File: src/rtl/spi_arbiter.sv
// Round-robin arbiter sharing one byte-wide SPI master between NUM_REQ requesters.
// Optional spi_done watchdog enabled by defining SPI_ARB_TIMEOUT_EN.
module spi_arbiter #(
    parameter int unsigned NUM_REQ     = 2,
    parameter int unsigned CS_GAP      = 2,
    parameter int unsigned TIMEOUT_CYC = 1024
) (
    input  logic                   clk,
    input  logic                   rst_n,
    input  logic [NUM_REQ-1:0]     req,
    input  logic [8*NUM_REQ-1:0]   tx_data,
    input  logic [NUM_REQ-1:0]     tx_valid,
    input  logic [NUM_REQ-1:0]     tx_last,
    output logic [NUM_REQ-1:0]     tx_ready,
    output logic [NUM_REQ-1:0]     gnt,
    output logic [7:0]             rx_data,
    output logic [NUM_REQ-1:0]     rx_valid,
    output logic [7:0]             spi_mosi_data,
    output logic                   spi_start,
    output logic                   spi_cs_n,
    input  logic [7:0]             spi_miso_data,
    input  logic                   spi_done,
    output logic                   timeout
);

    localparam int unsigned PW      = (NUM_REQ > 1) ? $clog2(NUM_REQ) : 1;
    localparam int unsigned GAP_CYC = (CS_GAP == 0) ? 1 : CS_GAP;
    localparam int unsigned GW      = $clog2(GAP_CYC + 1);

    typedef enum logic [2:0] {IDLE, SETUP, LOAD, XFER, GAP} state_e;

    state_e               state_q, state_d;
    logic [PW-1:0]        ptr_q, ptr_d;
    logic [PW-1:0]        gidx_q, gidx_d;
    logic [NUM_REQ-1:0]   gnt_q, gnt_d;
    logic                 cs_n_q, cs_n_d;
    logic                 last_q, last_d;
    logic [GW-1:0]        gap_q, gap_d;
    logic [7:0]           rx_data_q, rx_data_d;
    logic [7:0]           mosi_q, mosi_d;
    logic [NUM_REQ-1:0]   tx_ready_q, tx_ready_d;
    logic [NUM_REQ-1:0]   rx_valid_q, rx_valid_d;
    logic                 start_q, start_d;
    logic                 timeout_q, timeout_d;

    logic [PW-1:0]        win_c;
    logic                 found_c;
    int unsigned          idx_c;
    logic [7:0]           tx_byte_c;
    logic                 tx_valid_c, tx_last_c, req_g_c;
    logic                 close_c;

`ifdef SPI_ARB_TIMEOUT_EN
    localparam int unsigned TO_CYC = (TIMEOUT_CYC == 0) ? 1 : TIMEOUT_CYC;
    localparam int unsigned TW     = $clog2(TO_CYC + 1);
    logic [TW-1:0]        to_cnt_q, to_cnt_d;
`else
    logic                 unused_timeout_cfg;
    assign unused_timeout_cfg = |TIMEOUT_CYC;
`endif

    // Round-robin search starting just after the last winner
    always_comb begin
        win_c   = ptr_q;
        found_c = 1'b0;
        idx_c   = 0;
        for (int unsigned i = 1; i <= NUM_REQ; i++) begin
            idx_c = 32'(ptr_q) + i;
            if (idx_c >= NUM_REQ) idx_c = idx_c - NUM_REQ;
            if (!found_c && req[PW'(idx_c)]) begin
                found_c = 1'b1;
                win_c   = PW'(idx_c);
            end
        end
    end

    // Inputs of the currently granted requester
    always_comb begin
        tx_byte_c  = '0;
        tx_valid_c = 1'b0;
        tx_last_c  = 1'b0;
        req_g_c    = 1'b0;
        for (int unsigned i = 0; i < NUM_REQ; i++) begin
            if (gidx_q == PW'(i)) begin
                tx_byte_c  = tx_data[8*i +: 8];
                tx_valid_c = tx_valid[i];
                tx_last_c  = tx_last[i];
                req_g_c    = req[i];
            end
        end
    end

    always_comb begin
        state_d    = state_q;
        ptr_d      = ptr_q;
        gidx_d     = gidx_q;
        gnt_d      = gnt_q;
        cs_n_d     = cs_n_q;
        last_d     = last_q;
        gap_d      = gap_q;
        rx_data_d  = rx_data_q;
        mosi_d     = mosi_q;
        tx_ready_d = '0;
        rx_valid_d = '0;
        start_d    = 1'b0;
        timeout_d  = 1'b0;
        close_c    = 1'b0;
`ifdef SPI_ARB_TIMEOUT_EN
        to_cnt_d   = to_cnt_q;
`endif
        case (state_q)
            IDLE: begin
                if (found_c) begin
                    gidx_d        = win_c;
                    ptr_d         = win_c;
                    gnt_d         = '0;
                    gnt_d[win_c]  = 1'b1;
                    cs_n_d        = 1'b0;
                    state_d       = SETUP;
                end
            end
            SETUP: state_d = LOAD;
            LOAD: begin
                if (tx_valid_c) begin
                    tx_ready_d[gidx_q] = 1'b1;
                    start_d            = 1'b1;
                    mosi_d             = tx_byte_c;
                    last_d             = tx_last_c;
                    state_d            = XFER;
`ifdef SPI_ARB_TIMEOUT_EN
                    to_cnt_d           = '0;
`endif
                end else if (!req_g_c) begin
                    close_c = 1'b1;
                end
            end
            XFER: begin
                if (spi_done) begin
                    rx_data_d          = spi_miso_data;
                    rx_valid_d[gidx_q] = 1'b1;
                    if (last_q || !req_g_c) close_c = 1'b1;
                    else                    state_d = LOAD;
                end
`ifdef SPI_ARB_TIMEOUT_EN
                else if (to_cnt_q == TW'(TO_CYC - 1)) begin
                    timeout_d = 1'b1;
                    close_c   = 1'b1;
                end else begin
                    to_cnt_d = to_cnt_q + TW'(1);
                end
`endif
            end
            GAP: begin
                if (gap_q == '0) state_d = IDLE;
                else             gap_d   = gap_q - GW'(1);
            end
            default: state_d = IDLE;
        endcase
        // End of burst: release CS and hold it high for the gap
        if (close_c) begin
            cs_n_d  = 1'b1;
            gnt_d   = '0;
            gap_d   = GW'(GAP_CYC - 1);
            state_d = GAP;
        end
    end

    always_ff @(posedge clk or negedge rst_n) begin
        if (!rst_n) begin
            state_q    <= IDLE;
            ptr_q      <= PW'(NUM_REQ - 1);
            gidx_q     <= '0;
            gnt_q      <= '0;
            cs_n_q     <= 1'b1;
            last_q     <= 1'b0;
            gap_q      <= '0;
            rx_data_q  <= '0;
            mosi_q     <= '0;
            tx_ready_q <= '0;
            rx_valid_q <= '0;
            start_q    <= 1'b0;
            timeout_q  <= 1'b0;
        end else begin
            state_q    <= state_d;
            ptr_q      <= ptr_d;
            gidx_q     <= gidx_d;
            gnt_q      <= gnt_d;
            cs_n_q     <= cs_n_d;
            last_q     <= last_d;
            gap_q      <= gap_d;
            rx_data_q  <= rx_data_d;
            mosi_q     <= mosi_d;
            tx_ready_q <= tx_ready_d;
            rx_valid_q <= rx_valid_d;
            start_q    <= start_d;
            timeout_q  <= timeout_d;
        end
    end

`ifdef SPI_ARB_TIMEOUT_EN
    always_ff @(posedge clk or negedge rst_n) begin
        if (!rst_n) to_cnt_q <= '0;
        else        to_cnt_q <= to_cnt_d;
    end
`endif

    assign tx_ready      = tx_ready_q;
    assign gnt           = gnt_q;
    assign rx_data       = rx_data_q;
    assign rx_valid      = rx_valid_q;
    assign spi_mosi_data = mosi_q;
    assign spi_start     = start_q;
    assign spi_cs_n      = cs_n_q;
    assign timeout       = timeout_q;

endmodule

File: config.mk
export PLATFORM = sky130hd
export DESIGN_NAME = spi_arbiter
export DESIGN_NICKNAME = d
export VERILOG_FILES = /design/src/rtl/spi_arbiter.sv
export SDC_FILE = /design/constraint.sdc
export NUM_CORES = 1
export LEC_CHECK = 0
export CAP_MARGIN = 5
export CORE_UTILIZATION = 45
export CTS_BUF_LIST = sky130_fd_sc_hd__clkbuf_4 sky130_fd_sc_hd__clkbuf_8
export DETAILED_ROUTE_END_ITERATION = 7
export PLACE_DENSITY = 0.81
export RECOVER_POWER = 100
export SKIP_LAST_GASP = 1
export SYNTH_ARGS = -nofsm -noshare
export SYNTH_HDL_FRONTEND = slang
export SYNTH_SLANG_ARGS = --single-unit
File: constraint.sdc
create_clock -name clk -period 1.5 [get_ports clk]
set_input_delay 0.225 -clock clk [delete_from_list [all_inputs] [get_ports clk]]
set_output_delay 0.225 -clock clk [all_outputs]
set_load 0.05 [all_outputs]
==> impl_metrics.yaml <==
floorplan:
  row_count: 20
  boundaryPins: 58
  die_w_um: 60.6
  start_util: 0.490
  die_area_mm2: 0.00367
  core_area_mm2: 0.00315
  die_h_um: 60.6
clock_tree:
  clockBufferDepth: 2
  cts_root_buffer: "clkbuf_4"
  cts_tree: "done"
  insertion_delay_ps: 340
  numCtsBuffers: 5
  clk_pin_slew_ps: 90
  htree_levels: 2
  ctsHoldBuffers: 0
  postCtsSetupRepairBufs: 0
  cts.sinks: 32
status:
  run_status: "finished, final reports clean"
place:
  port_buffers: 56
  dp_cells: 247
  post-place-ws_ps: -117
  dp_hpwl_mm: 2.65
  gp_congestion: 0.873
timing:
  rsz0062_at_grt: "false"
  fin_hold_ws_ps: 416
  fin_crit_sh: 0.949
  worst_slack_ps: 76.5
  maxSlewHeadroom: 0.483
  tightest_slew_ps: 776
  setup_violations: 0
  max_freq_mhz: 702
  finalHoldViolCount: 0
  slew_viol_final: 0
  skew_ps: 12.9
  period_minus_slack_ps: 1420
yosys:
  postSynthCellCount: 145
  yosysWarnings: 0
  synth_nets: 179
  postSynth.asyncResetShare: 1.00
  synth_edf_count: 0
  ys_seq_area_frac: 0.520
  avgSynthCellArea_um2: 10.7
  ys.flop_type: "dfrtp_1"
  ys_ff_latch: 32
  yosysUniqueCellTypes: 43
  syn_area_mm2: 0.00155
critical_path:
  worst_setup_path_start_kind: "flop"
  worstPathArrival_ps: 1630
  cp_slowest_cell: "or4b_4"
  critPathMaxStageDelay_ps: 510
  rrSetupSlack_ps: 80
  end_kind: "flop"
  critical_path.cell_chain: "inv_1 > ha_1 > or4b_4 > nor2_1 > a31oi_1"
  r2r_cells: 5
  crit_fanout: 3
  critPathKind: "flop to flop"
  cp.required_ps: 1700
  r2r-start: "gap_q[0]"
  reg2reg_to: "gap_q[0]"
hold_path:
  min_path_cells: 3
  holdPathEnd: "rx_data[2]"
  hold_start: "spi_miso_data[2]"
  hp-class: "input pin to flop"
grt:
  grt.overflow.total: 0
  antenna_found_initial: 0
  grt_pass1_wl_mm: 5.75
  grt_pass1_vias: 1318
  grt_util_all_layers: 0.221
  grt_max_degree: 33
pwr:
  power.density_mw_per_mm2: 2250
  ir_worst_vdd_mv: 1.10
  power.total_uw: 4770
  leakagePower_uw: 0.00101
cells_and_area:
  final_cell_mix: "clkdlybuf4s50_1 (31), nand2_1 (27), dfrtp_1 (27)"
  final_cells: 254
  finalNetCount: 244
  drive_above_1_share: 0.257
  diodes: 0
  area_growth_pct: 37.6
  layout_commonest_cell: "clkdlybuf4s50_1"
  finish.utilization: 0.674
route:
  first_iter_violations: 36
  drt-total-wl_mm: 3.62
  drtPass1Iterations: 4
  vias: 1326
  wl_per_cell_um: 14.2
  avgViaCountPerCell: 5.22
  drcViolationCount: 0
  final_antenna_net_count: 0
flow_run:
  max_cap_viol_count: 0
-- per-layer routing --
metal / up-vias / GRT usage / share of wire
met4: 0 / 0.0909 / 0.018
li1: 634 / - / -
met1: 627 / 0.251 / 0.43
met2: 58 / 0.381 / 0.49
met5: - / 0 / 0
met3: 7 / 0.0768 / 0.065
-- synth_stat cells (2+ instances only) --
cell	n	area share
nor2_1	6	0.015
nor4b_1	2	0.011
dfrtp_1	30	0.49
inv_1	5	0.012
nand3_1	3	0.0097
a21oi_1	18	0.058
a211oi_2	2	0.016
mux2i_1	9	0.058
buf_6	2	0.015
dfstp_2	2	0.034
o21ai_0	4	0.013
buf_2	5	0.016
nand2_1	27	0.066
-- stage by stage --
stage	area (um^2)	setup TNS, ps
final	2130	0
after global routing	2130	0
after CTS	2220	0
after detailed placement	2160	-299
after global placement	2160	-32.1
after floorplan	1550	0
-- worst max path at each step --
stage / from / end / slack, ps / cells past startpoint
2_1_floorplan: state_q[0] / last_q / 180 / 4
3_3_place_gp: req[1] / gap_q[1] / -30 / 4
3_5_place_dp: req[1] / gap_q[1] / -120 / 4
4_1_cts: gidx_q / gap_q[1] / 30 / 3
5_1_grt: state_q[0] / spi_mosi_data[2] / 30 / 3
6_report: gap_q[0] / gap_q[0] / 80 / 5
-- where the power goes --
group / internal [uW] / leakage (uW) / switching, uW
sequential: 1260 / 0.000381 / 344
clock: 190 / 0.0000315 / 287
combinational: 895 / 0.000602 / 1790
-- critical path, delay by kind of cell, from the launching register on --
kind | cells | cell delay (ps)
and+or+nand+nor | 2 | 620
AOI/OAI and AO/OA | 1 | 50
DFF | 1 | 350
buffers and inverters | 1 | 60
adders and majority gates | 1 | 220
-- timing repair --
action,4_1_cts,5_1_grt
resized for setup,1,4
pin swaps,0,0
endpoints found under the setup margin,1,13
-- area by class of cell --
cell class	instances	area [um^2]
Tap cell	44	55.1
Sequential cell	32	807
Inverter	5	18.8
Timing Repair Buffer	66	518
Multi-Input combinational cell	100	677
Clock inverter	1	5.00
Clock buffer	6	45.0
Fill cell	266	1030
-- flip-flops by register name, summed over array words and instances (netlist names) --
register,cells
gap_q,2
gidx_q,1
gnt,2
last_q,1
ptr_q,1
rx_data,8
rx_valid,2
spi_cs_n,1
spi_mosi_data,8
spi_start,1
state_q,3
tx_ready,2
-- kinds of logic (layout without fill, tap and decap cells) --
kind of cell / count (synthesis) / in the layout / synth area share
adders and majority gates: 1 / 1 / 0.00810
and+or+nand+nor: 52 / 52 / 0.189
DFF: 32 / 32 / 0.520
muxes: 12 / 12 / 0.0891
other: 1 / 1 / 0.00243
AOI/OAI and AO/OA: 34 / 34 / 0.143
buffers and inverters: 13 / 78 / 0.0478
(Power assumes the default switching activity.)
==> variant 1, RTL diff (same flow settings) <==
Set the parameter `CS_GAP` to 1 (it was 2).
--- a/src/rtl/spi_arbiter.sv
+++ b/src/rtl/spi_arbiter.sv
@@ -2,7 +2,7 @@
 // Optional spi_done watchdog enabled by defining SPI_ARB_TIMEOUT_EN.
 module spi_arbiter #(
     parameter int unsigned NUM_REQ     = 2,
-    parameter int unsigned CS_GAP      = 2,
+    parameter int unsigned CS_GAP      = 1,
     parameter int unsigned TIMEOUT_CYC = 1024
 ) (
     input  logic                   clk,
Function: changed (a bounded check fails within 10 cycles, from zero or initial values and one cycle with rst_n low).
==> variant 1 against the original RTL <==
  * Worst hold slack better by 0.063 ns
  * Total power is 3.6% lower
  * Area after synthesis is 16% lower
  * Routed wire length is 11% lower
  * Via count is 16% lower
  * Worst setup slack worse by 0.040 ns
  * Cell area is 9.6% lower
  * Die area is 16% lower
  * Sequential cell count is 2 lower
  * Clock skew is 0.0017 ns higher
  * Combinational power is 2% lower
  * Critical path type unchanged
==> variant 1: results (changes against the original RTL) <==
Status
  – Run status: complete, no violations

Global route
  – Largest net degree at the start of global routing: 31 (-6.1%)
  – Vias in the first global route: 1,180 (-10%)
  – Antenna violations before repair: 0 (unchanged)
  – First-pass GRT wire length: 5237 microns (-8.9%)
  – Gr usage total: 22.35% (+0.23 points)

Drt
  – Initial DRC Count: 40 (+11%)
  – Final WL: 3212 microns (-11%)
  – Via count: 1,113 (-16%)
  – Detailed-router iteration count before antenna repair: 4 (unchanged)

Layout
  – Fill cells: 227 (-15%)
  – Diode count: 0 (unchanged)
  – Layout cell share with drive strength beyond 1: 33.89% (+8.2 points)
  – # nets final: 212 (-13%)

Critical path
  – CP arrival: 1.66 ns (+0.03 ns)
  – Register-to-Register Path Depth: 3 (-2)
  – Worst R2R Setup Slack: 0.04 ns (-0.04 ns)
  – Reg-to-reg endpoint: state_q[1]
  – Worst r2r src: state_q[0]
  – Max FO, Critical Path: 6 (+3)

Logic synthesis
  – Warnings from Yosys: 0 (unchanged)
  – Synth Area in Compound Gates: 11.42% (-2.9 points)
  – Post-synthesis xor/xnor area fraction: 0% (unchanged)
  – Synth top area cells: dfrtp_1, mux2i_1, mux2_2
  – Sequential share of the synthesized area: 58.28% (+6.3 points)
  – Async SR Flop Fraction: 100.0% (unchanged)
  – Distinct cells, synth: 28 (-35%)
  – Mux contribution to synthesized area: 15.49% (+6.6 points)
  – Post-synthesis adder-cell area fraction: 0% (-0.81 points)
  – Top post-synthesis cells by count: dfrtp_1, nor2_1, a21oi_1
  – Post-Syn Nets: 141 (-21%)

Clock tree
  – Clk_lat worst skew: 0.33 ns
  – Clock-pin slew on the worst setup and hold paths: 0.10 ns
  – TritonCTS buffer count: 5 (unchanged)
  – Maximum clock path buffer count: 2 (unchanged)
  – H-tree depth: 2 (unchanged)
  – CTS Root Cell: clkbuf_4

Power
  – Leak: 0.8980 nW (-11%)
  – Worst vdd ir: 1820 uV (+66%)

Worst hold path
  – Tightest Hold Check Type: in -> async

Timing
  – Clk_skew: 0.01463 ns (+0.001684 ns)
  – Rel. slew slack: 50.74% (+2.5 points)

Placement
  – RePlAce Congestion: 0.7791 (-11%)
  – HPWL after DPL: 2328 microns (-12%)
  – Worst slack at placement: -0.04563 ns (+0.07152 ns)
  – # port buffers: 56 (unchanged)
[variant 1: cell count changes in the layout (fill, tap and decap cells not counted), sizes merged, moves of 4 or more]
cell | unedited run | this run
nand2 | 27 | 2
buf | 7 | 11
a21oi | 18 | 12
nor2 | 8 | 18
mux2 | 1 | 8
[variant 1: where the power goes]
group          leakage [nW]  switching (mW)  internal (mW)
Clock                0.0343           0.285          0.225
Combinational         0.510            1.74          0.889
Sequential            0.354           0.259           1.21
[variant 1: cells by family after synthesis]
group,after synthesis
muxes,19
AOI/OAI and AO/OA,22
other,1
and+or+nand+nor,29
DFF,30
buffers and inverters,7
[variant 1: how the worst max path moves through the flow]
stage                  endpoint        start  slack, ns  cells after the start
6_report             state_q[1]   state_q[0]       0.04                      3
5_1_grt              state_q[1]   state_q[0]     -0.007                      3
4_1_cts              state_q[1]   state_q[0]       0.03                      3
3_5_place_dp         state_q[0]       req[1]      -0.05                      5
3_3_place_gp         state_q[0]  tx_valid[1]     -0.002                      5
2_1_floorplan  spi_mosi_data[2]   state_q[0]       0.12                      4
[variant 1: area by class of cell]
type                    count  area, sq um  share of cell area, %
flip-flops and latches     30        755.7                  39.32
repair buffers             69        555.5                  28.91
multi-input cells          71        500.5                  26.04
clock buffers               6        51.30                  2.669
well taps                  31        38.79                  2.018
clock inverters             2        12.51                 0.6510
inverters                   2        7.507                 0.3906
[variant 1: stage by stage]
| stage | setup TNS, ns | cells | hold WS [ns] | instance area [sq um] |
|---|---|---|---|---|
| floorplan | 0 | 108 | -0.07059 | 1292 |
| global placement | -0.001853 | 202 | 0.4897 | 1928 |
| detailed placement | -0.08877 | 202 | 0.5032 | 1928 |
| CTS | 0 | 210 | 0.2807 | 1992 |
| global route | -0.007487 | 211 | 0.4931 | 1922 |
| finish | 0 | 211 | 0.4792 | 1922 |
[variant 1: routing by layer]
metal  routed length [microns]  part of all wire, %  global-route usage, %
met4                        50                  1.6                  8.929
met2                      1701                   53                  38.04
met1                      1295                   40                  25.78
met3                       164                  5.1                  7.674
met5                         0                    0                      0
[variant 1: worst max-delay path: stages (launching register included)]
cell     delay, ns
dfrtp_2       0.46
or3b_4        0.45
o22ai_2       0.33
nor3_1        0.09
[variant 1: timing repair]
item	in CTS	in global routing
endpoints found under the setup margin	0	9
hold buffers	0	0
gates resized for setup	0	2
buffers inserted	0	1
==> variant 2, RTL diff (same settings) <==
Made on the original files. Re-encode `state_e` (5 states) as one-hot, 5 bits wide.
--- a/src/rtl/spi_arbiter.sv
+++ b/src/rtl/spi_arbiter.sv
@@ -27,7 +27,7 @@
     localparam int unsigned GAP_CYC = (CS_GAP == 0) ? 1 : CS_GAP;
     localparam int unsigned GW      = $clog2(GAP_CYC + 1);
 
-    typedef enum logic [2:0] {IDLE, SETUP, LOAD, XFER, GAP} state_e;
+    typedef enum logic [4:0] {IDLE = 5'b00001, SETUP = 5'b00010, LOAD = 5'b00100, XFER = 5'b01000, GAP = 5'b10000} state_e;
 
     state_e               state_q, state_d;
     logic [PW-1:0]        ptr_q, ptr_d;
Formal check against the unedited RTL: no difference found for any inputs over 10 cycles, from zero or initial values and one cycle with rst_n low; not proved beyond that.
==> variant 2 against the original RTL <==
  * Area after synthesis is 2.7% higher
  * Worst setup slack lost 0.040 ns
  * Combinational power fell by 19%
  * Clock power increased by 12%
  * Sequential cell count rose by 2
  * Count of clock-buffer cells in the layout grew 1
  * Sequential share of layout area grew 0.59 points
  * Critical path type unchanged
  * Cell area rose by 4.4%
  * Routed wire length grew 1.4%
  * Synthesized cell count rose by 4.8%
  * Largest power group unchanged
  * Total power down 11%
  * Highest routed layer unchanged
==> variant 2: results (changes against the original RTL) <==
Status
  – Run status: complete, no violations

Power
  – Leak: 1.132 nW (+12%)

Logic synthesis
  – Most numerous cell in the Yosys netlist: nand2_1
  – Post-Syn Nets: 186 (+3.9%)
  – Post-Syn Instances: 152 (+4.8%)
  – Sequential share of the synthesized area: 53.86% (+1.9 points)
  – Top post-synthesis cells by count: nand2_1, dfrtp_1, mux2i_1, o21ai_0, nor2_1

Layout
  – Layout cell share with drive strength beyond 1: 25.56% (-0.15 points)
  – # nets final: 256 (+4.9%)

Critical path
  – Register-to-Register Path Depth: 4 (-1)
  – Max FO, Critical Path: 6 (+3)
  – CP arrival: 1.70 ns (+0.07 ns)
  – CP endpoint: state_q[2]
  – Crit path launch: gidx_q
  – Slowest cell on the critical path: dfrtp_2

Drt
  – Wire per inst: 13.63 microns (-4.3%)
  – Initial DRC Count: 59 (+64%)
  – Vias/cell: 4.989 (-4.4%)
  – Via count: 1,342 (+1.2%)

Placement
  – Worst slack at placement: -0.09422 ns (+0.02293 ns)
  – HPWL after DPL: 2833 microns (+7.1%)
  – RePlAce Congestion: 0.7502 (-14%)
  – Placed instance area: 2245 sq um (+4.0%)

Global route
  – Gr usage total: 20.34% (-1.8 points)
  – Largest net degree at the start of global routing: 35 (+6.1%)
  – First-pass GRT wire length: 5451 microns (-5.2%)

Timing
  – Clk_skew: 0.01015 ns (-0.002788 ns)
  – Slew @ Worst Pin: 0.8093 ns (+0.03308 ns)
  – Fin crit share: 97.58% (+2.7 points)
==> variant 2: layout make-up <==
cell class	instances	area [sq um]	area share (%)
Sequential cell	34	855.8	38.56
Multi-Input combinational cell	108	680.7	30.67
Timing Repair Buffer	68	543.0	24.46
Clock buffer	7	58.81	2.649
Tap cell	46	57.56	2.593
Inverter	5	18.77	0.8455
Clock inverter	1	5.005	0.2255
==> variant 2: how the worst min path moves through the flow <==
stage | from | to | slack, ns | cells after the start
floorplan | rst_n | gap_q[0] | -0.07 | 0
global placement | rx_data[3] | rx_data[3] | 0.46 | 2
finish | spi_miso_data[6] | rx_data[6] | 0.42 | 3
CTS | rst_n | gap_q[0] | 0.25 | 2
global route | spi_miso_data[6] | rx_data[6] | 0.42 | 3
detailed placement | rx_data[6] | rx_data[6] | 0.46 | 2
==> variant 2: worst min-delay path: cells and delay by family <==
kind / cells / cell delay (ns)
AND/OR/NAND/NOR: 2 / 0.09
buffers and inverters: 1 / 0.39
==> variant 2: power by group <==
part           switching [mW]  total [mW]  internal [mW]
sequential              0.249        1.52           1.27
clock                   0.289       0.534          0.245
combinational            1.45        2.19          0.740
==> variant 2: routing by layer <==
layer	track usage, %	part of all wire, %	up-vias
met2	39.13	52	45
met1	20.76	40	637
li1	-	-	653
met4	9.524	1.2	0
met5	0	0	-
met3	4.412	6.3	7
==> variant 2: kinds of logic after synthesis <==
family	after synthesis	share of synthesized area (%)
muxes	13	8.281
buffers and inverters	10	3.706
other	1	0.2364
and+or+nand+nor	68	22.48
AOI/OAI and AO/OA	25	10.65
adders and majority gates	1	0.7885
DFF	34	53.86
==> variant 2: what timing repair did <==
| action | in CTS | in global routing |
|---|---|---|
| endpoints found under the hold margin | 0 | 0 |
| gates resized for setup | 0 | 2 |
| setup endpoints to repair | 0 | 4 |
| hold buffers | 0 | 0 |
